## config.mk

```make
export PLATFORM = sky130hd
export DESIGN_NAME = reg_file_2r1w
export DESIGN_NICKNAME = d
export VERILOG_FILES = /design/src/rtl/reg_file_2r1w.sv
export SDC_FILE = /design/constraint.sdc
export NUM_CORES = 1
export LEC_CHECK = 0
export ABC_AREA = 1
export BUFFER_PORTS_ARGS = -buffer_cell sky130_fd_sc_hd__buf_2
export CORE_MARGIN = 4
export CORE_UTILIZATION = 30
export DETAILED_ROUTE_END_ITERATION = 8
export GPL_ROUTABILITY_DRIVEN = 0
export PLACE_DENSITY_LB_ADDON = 0.25
export SYNTH_ARGS = -nofsm -noshare
export SYNTH_HDL_FRONTEND = slang
export SYNTH_SLANG_ARGS = --single-unit
```

## constraint.sdc

```tcl
create_clock -name CLK -period 2.4 [get_ports CLK]
set_input_delay 0.24 -clock CLK [delete_from_list [all_inputs] [get_ports CLK]]
set_output_delay 0.24 -clock CLK [all_outputs]
set_load 0.05 [all_outputs]
```

## src/rtl/reg_file_2r1w.sv

```systemverilog
// Register file: one masked write port, two registered read ports with
// write-first bypass, per-port valid/error flags and out-of-range detection.
module reg_file_2r1w #(
   parameter int                    DATA_WIDTH  = 8,
   parameter int                    ADDR_WIDTH  = 4,
   parameter int                    DEPTH       = 16,
   parameter logic [DATA_WIDTH-1:0] RESET_VALUE = '0
) (
   input  logic                  CLK,
   input  logic                  RST,
   input  logic                  WrEn,
   input  logic [ADDR_WIDTH-1:0] WrAddr,
   input  logic [DATA_WIDTH-1:0] WrData,
   input  logic [DATA_WIDTH-1:0] WrMask,
   input  logic                  RdEnA,
   input  logic [ADDR_WIDTH-1:0] RdAddrA,
   output logic [DATA_WIDTH-1:0] RdDataA,
   output logic                  RdValidA,
   output logic                  RdErrA,
   input  logic                  RdEnB,
   input  logic [ADDR_WIDTH-1:0] RdAddrB,
   output logic [DATA_WIDTH-1:0] RdDataB,
   output logic                  RdValidB,
   output logic                  RdErrB,
   output logic                  WrErr
);

   localparam int                  IDX_W   = (DEPTH > 1) ? $clog2(DEPTH) : 1;
   localparam logic [ADDR_WIDTH:0] DEPTH_W = (ADDR_WIDTH+1)'(DEPTH);

   logic [DATA_WIDTH-1:0] mem [DEPTH];

   logic                  wr_ok;
   logic [IDX_W-1:0]      wr_idx;
   logic [DATA_WIDTH-1:0] wr_merged;
   logic                  rd_ok_a;
   logic                  rd_ok_b;
   logic [DATA_WIDTH-1:0] rd_val_a;
   logic [DATA_WIDTH-1:0] rd_val_b;

   // Reads see the merged post-write value when they hit the entry being written.
   always_comb begin
      wr_idx    = WrAddr[IDX_W-1:0];
      wr_ok     = WrEn && ({1'b0, WrAddr} < DEPTH_W);
      wr_merged = (mem[wr_idx] & ~WrMask) | (WrData & WrMask);

      rd_ok_a  = {1'b0, RdAddrA} < DEPTH_W;
      rd_val_a = '0;
      if (rd_ok_a) begin
         if (wr_ok && (WrAddr == RdAddrA)) rd_val_a = wr_merged;
         else                              rd_val_a = mem[RdAddrA[IDX_W-1:0]];
      end

      rd_ok_b  = {1'b0, RdAddrB} < DEPTH_W;
      rd_val_b = '0;
      if (rd_ok_b) begin
         if (wr_ok && (WrAddr == RdAddrB)) rd_val_b = wr_merged;
         else                              rd_val_b = mem[RdAddrB[IDX_W-1:0]];
      end
   end

   always_ff @(posedge CLK) begin
      if (RST) begin
         for (int i = 0; i < DEPTH; i++) mem[i] <= RESET_VALUE;
         RdDataA  <= '0;
         RdValidA <= 1'b0;
         RdErrA   <= 1'b0;
         RdDataB  <= '0;
         RdValidB <= 1'b0;
         RdErrB   <= 1'b0;
         WrErr    <= 1'b0;
      end else begin
         for (int i = 0; i < DEPTH; i++) begin
            if (wr_ok && (wr_idx == IDX_W'(i))) mem[i] <= wr_merged;
         end
         WrErr <= WrEn && !wr_ok;

         RdValidA <= RdEnA;
         RdErrA   <= RdEnA && !rd_ok_a;
         if (RdEnA) RdDataA <= rd_val_a;

         RdValidB <= RdEnB;
         RdErrB   <= RdEnB && !rd_ok_b;
         if (RdEnB) RdDataB <= rd_val_b;
      end
   end

endmodule
```

# Word level (Yosys, flattened, before mapping)
# Memories as Yosys holds them, arrays and structs flattened.
# Cells that the tools add are included.
# op_classes
eq_ne	17
mux	68
bitwise_logic	20
reduce_logical	19
# op_table
cell	count
8-bit two-way mux	18
1-bit two-way mux	50
4-bit equality test (second input constant)	8
1-bit logical AND	18
8-bit AND	2
4-bit by 3-bit equality test with 1-bit output (second input constant)	4
1-bit bitwise OR	16
4-bit by 2-bit equality test with 1-bit output (second input constant)	2
4-bit equality test	2
8-bit inverter	1
8-bit bitwise OR	1
4-bit by 1-bit equality test with 1-bit output (second input constant)	1
4-bit logical NOT	1
# word_totals
register_bits	18
ramBits	128
in_bits	33
out_inout_bits	21
elab_cells	129
memories	1
# memory_table
name	depth	width	read_ports	rd_clocked_by_memory_dff	write_ports	line	source
mem	16	8	3	0	16	31	logic [DATA_WIDTH-1:0] mem [DEPTH];

# Depth between registers and ports, before layout
# logic_depth
ltp_word	6
ltp_mapped	15
mapped_depth_nobuf	13

# Worst setup path after synthesis
# OpenSTA, ideal clock, no wires.
# synth_timing
path_kind	input-to-reg
startpoint	input WrAddr[0]
endpoint	memory mem[0][0] (enable)
setup_time_ps	384
arrival_ps	1501
required_ps	2016
setup_slack_ps	515
stages	7
path_buffers	2
path_cell_list	buf_6 > inv_6 > buf_6 > nand2_2 > nor2_1 > inv_1 > o21ai_0
# synth_rtl
element	line	source
from (decl)	12	input logic [ADDR_WIDTH-1:0] WrAddr,
to (decl)	31	

==> impl_table.tex <==
\begin{tabular}{lr}
\hline
Metric & Value \\
\hline
\multicolumn{2}{l}{\textbf{Routing}} \\
Routed Antenna Nets & 0 \\
DRC violations left & 0 \\
Vias per cell & 5.50 \\
Final routed wire length divided by cell count & 22.8 um \\
Violation count after the first detailed-routing iteration & around 1,300 \\
Number of vias after detailed routing & between 9,000 and 10,000 \\
Detailed Route WL & 39,000 um \\
Detailed-routing iteration count for the pre-antenna-repair pass & 6 \\
\multicolumn{2}{l}{\textbf{Timing}} \\
Highest achievable clock rate & 527 MHz \\
Tmin final & 1.90 ns \\
Setup clock skew after layout & roughly 0.015 ns \\
Count of final hold-check violations & 0 \\
Period Utilization, post-route & 79.0\% \\
Transition time of the tightest slew-check pin & 0.751 ns \\
Count of endpoints failing setup in the final report & 0 \\
Headroom to the max-slew limit & 49.9\% \\
TNS Setup & 0 ns \\
Final number of max-transition violations & 0 \\
Unrepaired setup endpoints after global routing & false \\
\multicolumn{2}{l}{\textbf{Floorplan}} \\
Total I/O pin count & 54 \\
Core footprint & 0.0307 mm2 \\
Rows & 64 \\
Chip Height & 185 um \\
Die width & 185 um \\
Starting utilization of the core area & 30.5\% \\
Die Outline Area & $\sim$0.034 mm2 \\
\multicolumn{2}{l}{\textbf{Cells and area}} \\
Proportion of layout cells with a drive suffix above 1 & 12.9\% \\
Non-filler instance count after layout & 1,710 \\
Final \#Nets & 1,334 \\
Fill cells & 3,228 \\
Commonest non-fill, non-tap cell in the layout & nand2\_1 \\
Area growth from synthesis to final layout & 14.7\% \\
Layout Cell Area excl Fill & 0.0107 mm2 \\
Antenna diodes & 0 \\
Most frequent cells in the layout & nand2\_1, nand3\_1, nor2\_1 \\
\multicolumn{2}{l}{\textbf{CTS}} \\
Root Driver & clkbuf\_16 \\
CTS sink cnt & approximately 150 \\
Buffer count from post-CTS setup fixing & 0 \\
Clk pin slew, worst setup/hold paths & 0.07 ns \\
Maximum buffer depth of the clock tree & 2 \\
Depth of the CTS H-tree & 4 \\
\# resized after CTS & 0 \\
Clock tree from TritonCTS & built \\
Clock insertion delay at the later pin of the skew report & 0.44 ns \\
Number of buffers created by CTS & 17 \\
Post-cts hold buffer count & 0 \\
\multicolumn{2}{l}{\textbf{Synth}} \\
Synth async-reset ratio & 0\% \\
Synthesized instance count & about 1,300 \\
Number of synthesized register bits & approximately 150 \\
Synth top area cells & edfxtp\_1, nand2\_1, nand3\_1 \\
Yosys warnings & 0 \\
Share of the yosys chip area belonging to registers & 44.9\% \\
Mapped Area & 0.00936 mm2 \\
Area share of the largest cell type after synthesis & 41.1\% \\
Number of unique standard cell types used by synthesis & 30 \\
Count of flip-flops with a built-in enable after synthesis & 128 \\
Prevailing post-synth register cell & edfxtp\_1 \\
Average footprint of a synthesized cell & 7.42 um2 \\
Cell type with the highest aggregate area in the netlist & edfxtp\_1 \\
\multicolumn{2}{l}{\textbf{Setup path}} \\
Number of cells traversed by the worst register-to-register path & 10 \\
Classification of the worst setup path & primary input to register \\
Reg-to-Reg End & mem[9][0] \\
CP Launch Type & primary input \\
Data arrival time of the critical path & 1.97 ns \\
Worst setup EP type & register \\
Worst EP required & 2.48 ns \\
Reg2Reg Launch Point & mem[6][0] \\
Largest fanout on the critical path & 10 \\
Reg-to-reg slack, setup & 0.57 ns \\
\multicolumn{2}{l}{\textbf{Placed design}} \\
Placed wire-length estimate after detailed placement & roughly 29,000 um \\
Port Buffer Count & 50 \\
Cells after DPL & 1,678 \\
Placed standard-cell area & a little over 0.01 mm2 \\
\multicolumn{2}{l}{\textbf{Worst hold path}} \\
Cells on Worst Hold Path & 2 \\
HP Start & RST \\
Path class of the lowest-slack min-delay path & primary input to register \\
Min-Delay Endpoint & RdValidB \\
\multicolumn{2}{l}{\textbf{GRT}} \\
Global-route usage over all layers & 22.8\% \\
Via count of the first global-routing pass & about 9,000 \\
Initial antenna violation count & 0 \\
Largest net degree at the start of global routing & 95 \\
Wire length of the first global-routing pass & 57,100 um \\
Total grt overflow & 0 \\
\multicolumn{2}{l}{\textbf{Power}} \\
Static Leakage & 0.00462 uW \\
Pwr per Cell Area & 663 mW/mm2 \\
Highest ir drop seen on vdd & 0.000508 V \\
\multicolumn{2}{l}{\textbf{Outcome}} \\
Run status & complete, no violations \\
\multicolumn{2}{l}{\textbf{Job}} \\
Number of violations of the max-capacitance limit & 0 \\
\hline
\end{tabular}
==> through the flow <==
| step | util (%) | hold WS (ns) | total power (uW) | worst slack, ns |
|---|---|---|---|---|
| after floorplan | - | 0.312 | 3900 | 0.515 |
| after global placement | 33.0 | 0.515 | 4420 | 0.140 |
| after detailed placement | 33.0 | 0.511 | 4420 | 0.162 |
| after CTS | 35.0 | 0.0998 | 7100 | 0.586 |
| after global routing | 35.0 | 0.118 | 7360 | 0.464 |
| final | 35.0 | 0.101 | 7120 | 0.504 |
==> final cells by class <==
type | count | area, um2 | area share (%)
clock buffers | 23 | 543 | 5.06
clock inverters | 9 | 61.3 | 0.571
inverters | 127 | 484 | 4.51
multi-input cells | 912 | 4240 | 39.5
flip-flops and latches | 146 | 4200 | 39.2
well taps | 396 | 495 | 4.61
repair buffers | 97 | 708 | 6.60
==> sequential cells by signal, summed over array words and instances (netlist names) <==
name	count
mem	128
RdDataA	8
RdDataB	8
RdValidA	1
RdValidB	1
==> where the power goes <==
part	total, uW	switching [uW]	leakage (uW)	internal [uW]
logic	1360	990	0.00285	368
registers	3040	113	0.00147	2930
clock network	2720	1110	0.000305	1600
==> kinds of logic (layout without fill, tap and decap cells) <==
| logic type | Yosys count | after routing | share of synthesized area, % |
|---|---|---|---|
| AND/OR/NAND/NOR | 724 | 724 | 32.7 |
| AO/OA/AOI/OAI | 183 | 183 | 12.3 |
| other | 1 | 3 | 0.0401 |
| buffers and inverters | 206 | 256 | 9.89 |
| flip-flops | 146 | 146 | 44.9 |
| XOR/XNOR | 2 | 2 | 0.187 |
==> critical path, stage by stage <==
cell     delay [ns]
buf_2          0.23
inv_4          0.14
buf_4          0.18
nand2_2        0.11
nor2_1         0.21
inv_1          0.18
nor2_1         0.15
inv_1          0.15
nand2_1        0.37
==> worst max-delay path by stage <==
stage	start	endpoint	cells past startpoint	slack, ns
after CTS	mem[6][0]	mem[9][0]	10	0.59
final	WrAddr[1]	mem[4][1]	9	0.50
after floorplan	WrAddr[0]	mem[0][0]	7	0.51
after global placement	WrAddr[1]	mem[3][2]	8	0.14
after global routing	mem[2][7]	mem[7][7]	8	0.46
after detailed placement	WrAddr[1]	mem[3][2]	8	0.16
==> Yosys cell counts (5+ instances only) <==
cell type / count
o21ai_0: 44
buf_6: 7
nand4_1: 8
inv_2: 5
nand2_2: 19
clkbuf_1: 16
dfxtp_1: 18
nor2_2: 11
inv_1: 119
buf_2: 40
nand2_1: 382
buf_4: 11
a21oi_1: 42
edfxtp_1: 128
nor2_1: 135
nand3_1: 163
o211ai_1: 92
==> layer usage <==
layer,up-vias,global-route usage [%],routed length (um)
li1,4282,-,-
met1,4407,30.5,16000
met2,618,34.2,16700
met3,97,5.07,4060
met4,0,12.6,2300
met5,-,0,0
No activity file was read; power rests on OpenSTA's default activity.
